### src/rtl/mips_multicycle_ctrl.sv
// Multi-cycle MIPS control unit: fetches instructions over a req/valid
// handshake, holds them in an instruction register, sequences the datapath
// control strobes per instruction class and owns the PC (including beq/j).
// Every output is a flop; the next-state process computes the value each
// output takes in the state being entered.
module mips_multicycle_ctrl #(
  parameter logic [31:0] RESET_PC      = 32'h0000_0000,
  parameter int unsigned FETCH_TIMEOUT = 16
) (
  input  logic        clk,
  input  logic        reset,
  output logic        imem_req,
  output logic [31:0] imem_addr,
  input  logic [31:0] imem_rdata,
  input  logic        imem_valid,
  input  logic [31:0] reg1,
  input  logic [31:0] reg2,
  output logic [31:0] I,
  output logic [2:0]  opcode,
  output logic        RegW,
  output logic        Regdst,
  output logic        ALUSrc,
  output logic        MemR,
  output logic        MemW,
  output logic        MemtoReg,
  output logic [31:0] pc,
  output logic        instr_done,
  output logic        halted,
  output logic        fetch_err,
  output logic        illegal
);

  typedef enum logic [2:0] {
    S_FETCH, S_DECODE, S_EXEC, S_MEM, S_WB, S_HALT
  } state_t;

  localparam logic [5:0] OP_RTYPE = 6'h00;
  localparam logic [5:0] OP_ADDI  = 6'h08;
  localparam logic [5:0] OP_LW    = 6'h23;
  localparam logic [5:0] OP_SW    = 6'h2B;
  localparam logic [5:0] OP_BEQ   = 6'h04;
  localparam logic [5:0] OP_J     = 6'h02;

  localparam logic [5:0] FN_ADD = 6'h20;
  localparam logic [5:0] FN_SUB = 6'h22;
  localparam logic [5:0] FN_AND = 6'h24;
  localparam logic [5:0] FN_OR  = 6'h25;
  localparam logic [5:0] FN_SLT = 6'h2A;

  localparam logic [2:0] ALU_ADD = 3'b000;
  localparam logic [2:0] ALU_SUB = 3'b001;
  localparam logic [2:0] ALU_AND = 3'b010;
  localparam logic [2:0] ALU_OR  = 3'b011;
  localparam logic [2:0] ALU_SLT = 3'b100;

  localparam logic [31:0] TIMEOUT = FETCH_TIMEOUT[31:0];

  state_t      state_reg, state_next;
  logic [31:0] pc_reg, pc_next;
  logic [31:0] ir_reg, ir_next;
  logic [31:0] cnt_reg, cnt_next;
  logic [2:0]  opcode_reg, opcode_next;
  logic        regdst_reg, regdst_next;
  logic        alusrc_reg, alusrc_next;
  logic        memtoreg_reg, memtoreg_next;
  logic        regw_reg, regw_next;
  logic        memw_reg, memw_next;
  logic        memr_reg, memr_next;
  logic        done_reg, done_next;
  logic        req_reg, req_next;
  logic        halted_reg, halted_next;
  logic        fetch_err_reg, fetch_err_next;
  logic        illegal_reg, illegal_next;

  logic [5:0]  op_field;
  logic [5:0]  fn_field;
  logic [2:0]  r_alu;
  logic        r_ok;
  logic        is_r, is_addi, is_lw, is_sw, is_beq, is_j, is_legal;
  logic [31:0] br_off;

  // Classify the held instruction; the IR is stable from DECODE through WB
  always_comb begin
    op_field = ir_reg[31:26];
    fn_field = ir_reg[5:0];
    r_alu    = ALU_ADD;
    r_ok     = 1'b1;
    case (fn_field)
      FN_ADD:  r_alu = ALU_ADD;
      FN_SUB:  r_alu = ALU_SUB;
      FN_AND:  r_alu = ALU_AND;
      FN_OR:   r_alu = ALU_OR;
      FN_SLT:  r_alu = ALU_SLT;
      default: r_ok  = 1'b0;
    endcase
    is_r     = (op_field == OP_RTYPE) && r_ok;
    is_addi  = (op_field == OP_ADDI);
    is_lw    = (op_field == OP_LW);
    is_sw    = (op_field == OP_SW);
    is_beq   = (op_field == OP_BEQ);
    is_j     = (op_field == OP_J);
    is_legal = is_r || is_addi || is_lw || is_sw || is_beq || is_j;
    br_off   = {{14{ir_reg[15]}}, ir_reg[15:0], 2'b00};
  end

  // Next state and next value of every registered output
  always_comb begin
    state_next     = state_reg;
    pc_next        = pc_reg;
    ir_next        = ir_reg;
    cnt_next       = cnt_reg;
    opcode_next    = opcode_reg;
    regdst_next    = regdst_reg;
    alusrc_next    = alusrc_reg;
    memtoreg_next  = memtoreg_reg;
    regw_next      = 1'b0;
    memw_next      = 1'b0;
    memr_next      = 1'b0;
    done_next      = 1'b0;
    fetch_err_next = fetch_err_reg;
    illegal_next   = illegal_reg;

    case (state_reg)
      S_FETCH: begin
        if (imem_valid) begin
          ir_next    = imem_rdata;
          pc_next    = pc_reg + 32'd4;
          cnt_next   = '0;
          state_next = S_DECODE;
        end else begin
          cnt_next = cnt_reg + 32'd1;
          if ((TIMEOUT != 32'd0) && (cnt_next == TIMEOUT)) begin
            fetch_err_next = 1'b1;
            state_next     = S_HALT;
          end
        end
      end
      S_DECODE: begin
        if (is_j) begin
          // pc already holds the incremented address of the jump
          pc_next    = {pc_reg[31:28], ir_reg[25:0], 2'b00};
          done_next  = 1'b1;
          state_next = S_FETCH;
        end else if (!is_legal) begin
          illegal_next = 1'b1;
          state_next   = S_HALT;
        end else begin
          state_next = S_EXEC;
          if (is_r) begin
            opcode_next   = r_alu;
            alusrc_next   = 1'b1;
            regdst_next   = 1'b0;
            memtoreg_next = 1'b1;
          end else if (is_addi) begin
            opcode_next   = ALU_ADD;
            alusrc_next   = 1'b0;
            regdst_next   = 1'b1;
            memtoreg_next = 1'b1;
          end else if (is_lw || is_sw) begin
            opcode_next = ALU_ADD;
            alusrc_next = 1'b0;
          end
        end
      end
      S_EXEC: begin
        if (is_r || is_addi) begin
          regw_next  = 1'b1;
          state_next = S_WB;
        end else if (is_lw) begin
          memr_next     = 1'b1;
          regdst_next   = 1'b1;
          memtoreg_next = 1'b0;
          state_next    = S_MEM;
        end else if (is_sw) begin
          memw_next  = 1'b1;
          state_next = S_MEM;
        end else begin
          // beq: offset is relative to the already incremented pc
          if (reg1 == reg2) begin
            pc_next = pc_reg + br_off;
          end
          done_next  = 1'b1;
          state_next = S_FETCH;
        end
      end
      S_MEM: begin
        if (is_lw) begin
          memr_next  = 1'b1;
          regw_next  = 1'b1;
          state_next = S_WB;
        end else begin
          done_next  = 1'b1;
          state_next = S_FETCH;
        end
      end
      S_WB: begin
        done_next  = 1'b1;
        state_next = S_FETCH;
      end
      S_HALT: begin
        state_next = S_HALT;
      end
      default: begin
        state_next = S_FETCH;
      end
    endcase

    req_next    = (state_next == S_FETCH);
    halted_next = (state_next == S_HALT);
  end

  // State and output registers with synchronous reset
  always_ff @(posedge clk) begin
    if (reset) begin
      state_reg     <= S_FETCH;
      pc_reg        <= RESET_PC;
      ir_reg        <= '0;
      cnt_reg       <= '0;
      opcode_reg    <= ALU_ADD;
      regdst_reg    <= 1'b0;
      alusrc_reg    <= 1'b1;
      memtoreg_reg  <= 1'b1;
      regw_reg      <= 1'b0;
      memw_reg      <= 1'b0;
      memr_reg      <= 1'b0;
      done_reg      <= 1'b0;
      req_reg       <= 1'b1;
      halted_reg    <= 1'b0;
      fetch_err_reg <= 1'b0;
      illegal_reg   <= 1'b0;
    end else begin
      state_reg     <= state_next;
      pc_reg        <= pc_next;
      ir_reg        <= ir_next;
      cnt_reg       <= cnt_next;
      opcode_reg    <= opcode_next;
      regdst_reg    <= regdst_next;
      alusrc_reg    <= alusrc_next;
      memtoreg_reg  <= memtoreg_next;
      regw_reg      <= regw_next;
      memw_reg      <= memw_next;
      memr_reg      <= memr_next;
      done_reg      <= done_next;
      req_reg       <= req_next;
      halted_reg    <= halted_next;
      fetch_err_reg <= fetch_err_next;
      illegal_reg   <= illegal_next;
    end
  end

  assign imem_req   = req_reg;
  assign imem_addr  = pc_reg;
  assign pc         = pc_reg;
  assign I          = ir_reg;
  assign opcode     = opcode_reg;
  assign RegW       = regw_reg;
  assign Regdst     = regdst_reg;
  assign ALUSrc     = alusrc_reg;
  assign MemR       = memr_reg;
  assign MemW       = memw_reg;
  assign MemtoReg   = memtoreg_reg;
  assign instr_done = done_reg;
  assign halted     = halted_reg;
  assign fetch_err  = fetch_err_reg;
  assign illegal    = illegal_reg;

endmodule

### config.mk
export PLATFORM = sky130hd
export DESIGN_NAME = mips_multicycle_ctrl
export DESIGN_NICKNAME = d
export VERILOG_FILES = /design/src/rtl/mips_multicycle_ctrl.sv
export SDC_FILE = /design/constraint.sdc
export NUM_CORES = 1
export LEC_CHECK = 0
export CAP_MARGIN = 30
export CORE_MARGIN = 5
export CORE_UTILIZATION = 45
export CTS_CLUSTER_DIAMETER = 50
export CTS_CLUSTER_SIZE = 8
export DETAILED_ROUTE_END_ITERATION = 7
export PLACE_DENSITY = 0.78
export SLEW_MARGIN = 30
export SYNTH_ARGS = -nofsm -noshare
export SYNTH_HDL_FRONTEND = slang
export SYNTH_SLANG_ARGS = --single-unit
### constraint.sdc
create_clock -name clk -period 3.25 [get_ports clk]
set_clock_uncertainty 0.15 [all_clocks]
set_input_delay 0.65 -clock clk [delete_from_list [all_inputs] [get_ports clk]]
set_output_delay 0.65 -clock clk [all_outputs]
set_load 0.03 [all_outputs]
Word-level counts from Yosys, hierarchy flattened
Cells that the tools add are included.
Cells by class
  add/sub/neg operators: 3
  $mul: 0
  div/mod/pow operators: 0
  order comparisons: 0
  equality and inequality tests: 28
  shift operators: 0
  multiplexer cells: 50
  bitwise operators: 5
  reduce and logical (&&, ||, !) cells: 23
Operators with widths (number)
  $mux 32: 6
  $pmux 32 s3: 1
  $eq 6x6->1 const B: 7
  $add 32x1->32 const B: 1
  $add 32x3->32 const B: 1
  $add 32x32->32: 1
  $eq 32x32->1: 1
  $eq 32x5->1 const B: 1
  $mux 28: 1
  $mux 3: 9
  $mux 1: 24
  $ne 2x2->1 const B: 9
  $pmux 3 s5: 1
  $reduce_and 7->1: 2
  $pmux 3 s4: 1
  $eq 3x3->1 const B: 3
  $pmux 1 s2: 4
  $eq 3x2->1 const B: 2
  $eq 6x2->1 const B: 1
  $eq 6x3->1 const B: 1
  $eq 6x4->1 const B: 1
  $logic_not 3->1: 2
  $logic_not 6->1: 1
  $logic_or 1x1->1: 6
  14 further kinds: 22
Word-level totals
  register bits: 113
  bits in latches: 0
  memory bits (writable): 0
  memory bits (read-only): 0
  input port bits: 99
  logic and storage cells: 126
  memories kept: 0

Depth between registers and ports, before layout
Gate-level depths: netlist (run 1).
  depth after elaboration: 13
  mapped depth: 15
  mapped depth without buffers: 13

Worst setup path before layout (run 1)
Ideal clock, no wire load.
  path kind: reg-to-reg
  start point: reg state_reg[0]
  end point: reg pc_reg[31], in the netlist imem_addr[31]
  library setup time: 0.070 ns
  arrival: 3.388 ns
  slack: -0.358 ns
  stages on the path, launching flop included: 14
  path buffers: 1
  clock period less this slack: 3.608 ns
  cell sequence: dfxtp_1 -> clkbuf_1 -> nor2_1 -> and3_1 -> ha_1 -> a21oi_1 -> nand2_1 -> a221o_1 -> a221o_1 -> o21a_1 -> o31ai_2 -> a21boi_0 -> or4_1 -> a21oi_1
Between the ends
  longest elaborated chain between the ends: 3
Ends and longest elaborated chain
  start: declaration: line 58  | state_t state_reg, state_next;
  start signal: assignment: line 232  | state_reg <= state_next;
  $eq 3x2->1, or another cell as far along: line 123  | case (state_reg)
  $ne 2x2->1 (no line), or another cell as far along
  $reduce_and 7->1 (no line)
  end signal: assignment: line 233  | pc_reg <= pc_next;
  end: declaration: line 59  | logic [31:0] pc_reg, pc_next;
Parallel ways exist; a longest one is shown, timed or not.
A chain may end at the register's enable or synchronous reset.

Worst setup path after layout (run 1)
  start point: reg state_reg[2]
  end point: reg pc_reg[31], in the netlist imem_addr[31]
Same word-level chain as after synthesis.

==> results.tsv, run 1 <==
metric	value	unit
place_ws	-0.183	ns
cts_made_buffers	9	
start_util	0.461	
ys_seq_elements	111	
slew_headroom	0.497	
path_cells	nor2_4, and3_4, ha_1, nand2_1, nor2_1, a221o_1, a221o_1, o21a_1, o31ai_2, a21boi_1, or4_1, a21oi_1	
synth_area_leaders	dfxtp_1 (29%), a21oi_1 (7.4%), nand2_1 (6.6%)	
grt.overflow.total	0	
cts_max_path_buffers	2	
drc	0	
cp.required	3.40	ns
place_hpwl	17.5	mm
path_max_fanout	5	
max_freq	0.303	GHz
holdPathEnd	I[23]	
final_cell_area	0.0108	sq mm
r2r-start	state_reg[2]	
core_region_area	0.0167	sq mm
cts_root_buf	clkbuf_16	
grt_pass1_wl	37.3	mm
reg2reg_slack	-0.05	ns
p_leak	0.00413	uW
synth_top_area_frac	0.289	
antenna_found_initial	0	
startpoint_type	register	
syn-mean-instance-area	7.54	sq um
place.gp.congestion	0.911	
synth_flop_cell	dfxtp_1	
drt-pass1-iter-count	5	
hold_path_startpoint	I[23]	
r2r_end	imem_addr[31]	
worst_slack	-0.0478	ns
hold_class	reg2reg	
setup_viol	1	
setup_tns	-0.0478	ns
synth-edff-count	0	
hold_viol_final	0	
synth_warnings	0	
htree_levels	3	
grt_use_total	0.224	
synth.distinct_cells	76	
fp.dieW	141	um
drive_gt1_frac	0.133	
synthCells	1021	
cts.sink_count	111	
hold_depth	2	
drv_cap	0	
period_minus_slack	3.30	ns
pwr_density_cell	520	mW/mm^2
first_iter_violations	624	
yosys.area.top_type	dfxtp_1	
worstRegToRegCells	12	
die_area	0.0198	sq mm
cp_num_buf_inv	0	
io_buffers	204	
crit_family	compound AO/OA/AOI/OAI gates	
die_h	141	um
nets	1362	
worst_path_max_delay_cell	or4_1	
max_stage_delay	0.41	ns
ys_seq_area_frac	0.289	
drt-total-wl	23.9	mm
rows	47	
via_per_inst	5.71	
cts_tree	yes	
crit_path_frequent_cell	a221o_1	
post-place-cells	1431	
syn_area	0.00770	sq mm
final_cells	1456	
grt_pass1_vias	7534	
ios	209	
num_antenna_cells	0	
clk_pin_slew_worst_paths	0.08	ns
violations	negative setup slack	
avgRoutedWirePerCell	16.4	um
worstMarginPinSlew	0.753	ns
antenna_left	0	
async_flop_share	0	
area_growth	39.7	%
clk_latency	0.36	ns
rsz0062_at_grt	yes	
critPathKind	reg2reg	
finalMaxSlewViolations	0	
status	finished, violations left	
final_core_util	0.644	
num_vias	8307	
period_share	1.01	
arrival	3.44	ns
grt_max_degree	42	
postPlaceCellArea	0.0102	sq mm
worstSetupEndpointType	register	
peakVddDrop	0.297	mV
==> cell type report <==
class | count | area, sq um
timing repair buffer | 293 | 2760
sequential | 111 | 2230
inverter | 17 | 63.8
fill | 1443 | 5950
tap | 220 | 275
clock inverter | 6 | 67.6
multi-input combinational | 800 | 5130
clock buffer | 9 | 225
==> per-stage QoR <==
| step | power (uW) | hold slack [ns] |
|---|---|---|
| 3_5_place_dp | 4370 | 0.322 |
| 5_1_grt | 5870 | 0.347 |
| 2_1_floorplan | 3370 | 0.326 |
| 4_1_cts | 5530 | 0.336 |
| 3_3_place_gp | 4320 | 0.312 |
| 6_report | 5590 | 0.334 |
==> routing by layer <==
layer | track usage | up-vias | wire length [um]
met5 | 0 | - | 0
met4 | 0.0709 | 0 | 498
met3 | 0.0376 | 30 | 1630
met2 | 0.387 | 289 | 11600
met1 | 0.286 | 3914 | 10200
li1 | - | 4074 | -
==> worst max-delay path by stage <==
stage | from | to | slack [ns] | cells past startpoint
2_1_floorplan | state_reg[0] | imem_addr[31] | -0.01 | 15
3_3_place_gp | reg2[15] | imem_addr[31] | -0.08 | 9
3_5_place_dp | reg1[13] | imem_addr[31] | -0.18 | 9
4_1_cts | state_reg[0] | imem_addr[31] | -0.03 | 12
5_1_grt | state_reg[2] | imem_addr[31] | -0.21 | 13
6_report | state_reg[2] | imem_addr[31] | -0.05 | 12
==> cell usage in the layout (no fill, tap or decap), types with 8 or more instances in the layout <==
cell,count
clkdlybuf4s50_1,203
nand2_1,136
a21oi_1,109
dfxtp_1,108
nor2_1,93
buf_4,84
o21ai_0,51
xnor2_1,49
nand4_1,26
ha_1,24
and3_1,23
nand3_1,20
inv_1,16
or3_1,14
a31oi_1,14
nor3_1,14
a311oi_1,13
nor4_1,12
a211oi_1,12
and2_1,10
nor2b_1,9
o21bai_1,9
clkbuf_16,9
and4_1,8
xor2_1,8
mux2i_1,8
o211ai_1,8
a21o_1,8
==> cells in the mapped netlist, types with 16 or more instances <==
master,instances
clkbuf_1,46
nand3_1,21
a31oi_1,16
xnor2_1,49
nand2_1,136
o21ai_0,56
dfxtp_1,111
nor2_1,97
buf_4,34
nand4_1,26
inv_1,16
ha_1,30
and3_1,24
a21oi_1,114
==> worst min-delay path, delay by kind of cell (launching register included) <==
family	cells	cell delay, ns
flip-flops	1	0.33
AND/OR/NAND/NOR	1	0.06
AO/OA/AOI/OAI	1	0.05
==> logic make-up after synthesis <==
kind of cell,share of synthesized area
simple gates,0.283
buf+inv,0.0751
fa+ha+maj,0.0514
compound gates,0.226
xor+xnor,0.0649
flops,0.289
mux,0.0104
other cells,0.000487
==> where the power goes <==
part	switching (uW)	leakage, uW	internal (uW)
Clock	547	0.000138	599
Sequential	209	0.000907	1540
Combinational	1570	0.00308	1140
==> timing repair <==
item | in CTS | in global routing
hold buffers | 0 | 0
pin swaps | 2 | 17
setup endpoints to repair | 3 | 15
buffers inserted | 2 | 7
gates cloned | 0 | 1
gates resized for setup | 1 | 41
Note: power is estimated with default switching activity, not from simulation.
==> run 2: changes to the inputs <==
Settings changed: ABC_AREA set to 1.
==> results.tsv, run 2 <==
metric	value	unit	change
status	completed		
num_vias	8834		+6.3%
synth.distinct_cells	46		-39%
final_cell_mix	nand2_1 (338), clkdlybuf4s50_1 (203), nor2_1 (162)		
io_buffers	204		unchanged
ios	209		unchanged
clk_pin_slew_worst_paths	0.08	ns	about the same
rsz0062_at_grt	no		
synth_most_common_cell	nand2_1		
synth_warnings	0		unchanged
max_stage_delay	0.41	ns	about the same
peakVddDrop	0.512	mV	+72%
drt-total-wl	25.9	mm	+8.5%
syn-mean-instance-area	6.24	sq um	-17%
synth_top_area_frac	0.280		-0.00878
mostFrequentLayoutCell	nand2_1		
hold_viol_final	0		unchanged
syn_area	0.00794	sq mm	+3.1%
place.gp.congestion	1.01		+10%
htree_levels	3		unchanged
via_per_inst	5.27		-7.6%
yosys.area.top_type	dfxtp_1		
worstSetupEndpointType	register		
period_minus_slack	3.02	ns	-0.281 ns
antenna_found_initial	1		+1
cts_max_path_buffers	2		unchanged
synth-edff-count	0		unchanged
clk_latency	0.37	ns	about the same
hold_class	reg2reg		
worstMarginPinSlew	0.662	ns	-0.0909 ns
die_area	0.0204	sq mm	+2.9%
grt_use_total	0.249		+0.0243
slew_headroom	0.554		+0.0564
setup_tns	0	ns	+0.0478 ns
drv_cap	0		unchanged
grt.overflow.total	0		unchanged
grt_pass1_wl	41.0	mm	+10%
path_cells	inv_2, nand2_1, nor2_4, nand2_1, ha_1, fa_1, nand3_1, nand3_1, a21boi_2, o21ai_1, nand2_1, nand2_1, a21o_1, or2_0, a21oi_1, nor2_1		
cts_tree	yes		
worst_path_max_delay_cell	fa_1		
cts_made_buffers	9		unchanged
nets	1574		+16%
ys_seq_elements	111		unchanged
rows	48		+2.1%
setup_viol	0		-1
fp.dieW	143	um	+1.4%
cp_num_buf_inv	1		+1
critPathKind	reg2reg		
max_freq	0.331	GHz	+9.3%
postPlaceCellArea	0.0101	sq mm	-1.3%
synth_area_leaders	dfxtp_1 (28%), nand2_1 (16%), a21oi_1 (8.1%)		
crit_family	simple AND/OR/NAND/NOR gates		
period_share	0.928		-0.0864
reg2reg_slack	0.23	ns	+0.28 ns
path_max_fanout	5		unchanged
ys_seq_area_frac	0.280		-0.00878
cts_root_buf	clkbuf_16		
final_core_util	0.603		-0.0409
cp.required	3.36	ns	-0.04 ns
finalMaxSlewViolations	0		unchanged
avgRoutedWirePerCell	15.5	um	-5.7%
final_cell_area	0.0104	sq mm	-3.0%
grt_pass1_vias	8362		+11%
arrival	3.12	ns	-0.32 ns
synthCells	1272		+25%
place_hpwl	20.2	mm	+15%
crit_path_frequent_cell	nand2_1		
pwr_density_cell	658	mW/mm^2	+27%
cts.sink_count	111		unchanged
grt_max_degree	57		+36%
cts_hold_buf	0		unchanged
drt-pass1-iter-count	5		unchanged
drive_gt1_frac	0.0669		-0.0666
drc	0		unchanged
power	6860	uW	+23%
synth_flop_cell	dfxtp_1		
synth_common_cells	nand2_1 (339), nor2_1 (162), a21oi_1 (129)		
first_iter_violations	634		+1.6%
startpoint_type	register		
p_leak	0.00420	uW	+1.8%
area_growth	31.4	%	
core_region_area	0.0173	sq mm	+3.6%
start_util	0.459		-0.00191
antenna_left	0		unchanged
die_h	143	um	+1.4%
async_flop_share	0		unchanged
[run 2: changes by cell type in the layout (fill, tap and decap cells not counted), moves of 14 or more]
cell / change
a21oi_1: +18
and3_1: -23
buf_4: -66
inv_1: +98
nand2_1: +202
nand3_1: +40
nor2_1: +69
o21ai_0: +34
or3_1: -14
xnor2_1: -20
[run 2: metrics by stage]
| step | hold WS (ns) | setup WS (ns) | cells |
|---|---|---|---|
| after global placement | 0.287 | 0.176 | 1657 |
| final | 0.301 | 0.233 | 1675 |
| after global routing | 0.324 | 0.0225 | 1675 |
| after floorplan | 0.303 | 0.144 | 1275 |
| after detailed placement | 0.293 | 0.126 | 1657 |
| after CTS | 0.304 | 0.0836 | 1673 |
[run 2: final cells by class]
type                            instances  area (sq um)
Fill cell                            1655          6870
Multi-Input combinational cell        975          4920
Sequential cell                       111          2220
Timing Repair Buffer                  224          2210
Inverter                              123           464
Tap cell                              225           282
Clock buffer                           10           239
Clock inverter                          6          88.8
Antenna cell                            1          2.50
[run 2: what timing repair did]
item,4_1_cts,5_1_grt
endpoints found under the setup margin,0,20
buffers inserted,0,1
resized for setup,0,10
[run 2: cells by family after synthesis]
kind of cell    count (synthesis)  share of synthesized area
simple gates                  650                      0.353
other cells                     1                   0.000472
fa+ha+maj                      31                     0.0498
compound gates                254                      0.171
buf+inv                       189                      0.106
xor+xnor                       36                     0.0397
flops                         111                      0.280
[run 2: tightest hold or removal path, delay by kind of cell, from the launching register on]
family	cells	cell delay [ns]
flip-flops	1	0.31
buffers and inverters	1	0.05
AO/OA/AOI/OAI	1	0.05
[run 2: routing by layer]
| metal | track usage | vias up | part of all wire |
|---|---|---|---|
| met5 | 0 | - | 0 |
| met1 | 0.318 | 4024 | 0.43 |
| met3 | 0.0362 | 54 | 0.058 |
| met4 | 0.0885 | 0 | 0.029 |
| met2 | 0.428 | 320 | 0.48 |
| li1 | - | 4436 | - |
[run 2: worst paths after layout]
check                                     end  cells after the start          from
worst min register to register      fetch_err                      2     fetch_err
worst max register to register  imem_addr[24]                     16  state_reg[2]
worst max-delay path            imem_addr[24]                     16  state_reg[2]
worst min-delay path                fetch_err                      2     fetch_err
[run 2: where the power goes]
group / total [uW] / internal (uW) / leakage [uW] / switching, uW
clock: 1220 / 640 / 0.000159 / 580
sequential: 1920 / 1640 / 0.000907 / 278
combinational: 3720 / 1340 / 0.00314 / 2380
==> patch: new RTL, config.mk and constraints of run 2 <==
`ir_reg` no longer has a reset.
--- a/src/rtl/mips_multicycle_ctrl.sv
+++ b/src/rtl/mips_multicycle_ctrl.sv
@@ -216,3 +216,2 @@
       pc_reg        <= RESET_PC;
-      ir_reg        <= '0;
       cnt_reg       <= '0;
@@ -233,3 +232,2 @@
       pc_reg        <= pc_next;
-      ir_reg        <= ir_next;
       cnt_reg       <= cnt_next;
@@ -248,2 +246,6 @@
     end
+  end
+
+  always_ff @(posedge clk) begin
+    ir_reg <= ir_next;
   end
Formal check against the unedited RTL: not equivalent (Yosys sat finds a counterexample within 4 cycles, from zero or initial values and one cycle with reset high).
==> patch against run 2 <==
Power decreased by 28%. Wire length is 8.8% lower. Sequential share of layout area up 3.5 points. Final area is 1.6% lower. Area after synthesis decreased by 2.4%. Cell count decreased by 5.8%. Via count shrank 7.3%. Sequential cell count is the same. Setup slack better by 0.081 ns. Sequential power down 7%.
==> patch: results (changes against run 2) <==
metric	value	unit	change
min_to	Regdst$_SDFFE_PP0P_		
drt-total-wl	23.7	mm	-8.8%
status	finished clean		
grt_usage	0.233		-0.0156
antenna_found_initial	0		-1
fin_nets	1478		-6.1%
vdd_drop_max	415	uV	-19%
max_freq	0.341	GHz	+2.8%
timing.rr.end	imem_addr[31]$_SDFFE_PP0P_		
yosysSeqAreaShare	0.328		+0.0484
diodes	0		-1
hpwl	18.6	mm	-7.8%
placed_area	0.00994	mm2	-1.2%
synth_edf_count	32		+32
synth-adder-area-share	0.0511		+0.00125
drive_gt1_frac	0.0554		-0.0115
rrSetupSlack	0.31	ns	+0.08 ns
synthTopCellsByCount	nand2_1, nor2_1, inv_1, a21oi_1, dfxtp_1		
grt_pass1_vias	7739		-7.5%
synth_area_leaders	dfxtp_1, nand2_1, edfxtp_1		
cp.arrival	3.01	ns	-0.11 ns
grt_pass1_wl	37.9	mm	-7.6%
power.leakage	4.19	nW	-0.35%
num_vias	8185		-7.3%
hold_path.startpoint	Regdst$_SDFFE_PP0P_		
reg2reg_depth	19		+3
syn_avg_cell_area	6.66	um2	+6.7%
critPathMaxFanout	20		+15
synth_xor_area_frac	0.0464		+0.00665
drtIter0Drc	534		-16%
routed_via_density	5.19		-1.7%
worst_hold_slack	0.307	ns	+0.00670 ns
dp.cells	1562		-5.7%
dp_slack	0.170	ns	+0.0448 ns
worst_pin_slew	0.591	ns	-0.0715 ns
-- patch: cell count changes in the layout (fill, tap and decap cells not counted), moves of 6 or more --
cell      change
edfxtp_1     +32
inv_1        +13
dfxtp_1      -31
nand3b_1      -6
nand2_2       -7
xor2_1        +8
inv_2         -6
o21ai_0      -23
nand3_1      +13
nor2_1       -22
a21oi_1      -19
nand2_1      -38
-- patch: area by class of cell --
cell class / count / area (um2)
Sequential cell: 111 / 2540
Inverter: 129 / 484
Timing Repair Buffer: 230 / 2270
Multi-Input combinational cell: 867 / 4390
Clock inverter: 5 / 38.8
Clock buffer: 11 / 254
Fill cell: 1618 / 6860
Tap cell: 225 / 282
-- patch: worst max-delay path, stage by stage (launching register included) --
cell	delay [ns]
dfxtp_1	0.33
inv_1	0.05
nand2_1	0.10
nor2_2	0.05
inv_1	0.17
buf_12	0.19
nor2_1	0.05
ha_1	0.33
a21oi_1	0.21
a21boi_2	0.23
inv_1	0.06
nand2_1	0.06
nand2_1	0.15
nand2_1	0.10
nand2_1	0.10
nand3_1	0.10
nand2_1	0.06
or2_0	0.19
nand3_1	0.07
a21oi_1	0.06
-- patch: where the power goes --
group | switching (mW) | internal (mW) | total (mW)
clock network | 0.549 | 0.576 | 1.12
logic | 1.24 | 0.824 | 2.06
registers | 0.178 | 1.60 | 1.78
total | 1.96 | 3.00 | 4.96
-- patch: metal layers --
metal / up-vias / track usage / share of wire
met4: 0 / 0.0709 / 0.022
met2: 321 / 0.378 / 0.44
met5: - / 0 / 0
met3: 34 / 0.0621 / 0.094
met1: 3693 / 0.304 / 0.44
li1: 4137 / - / -
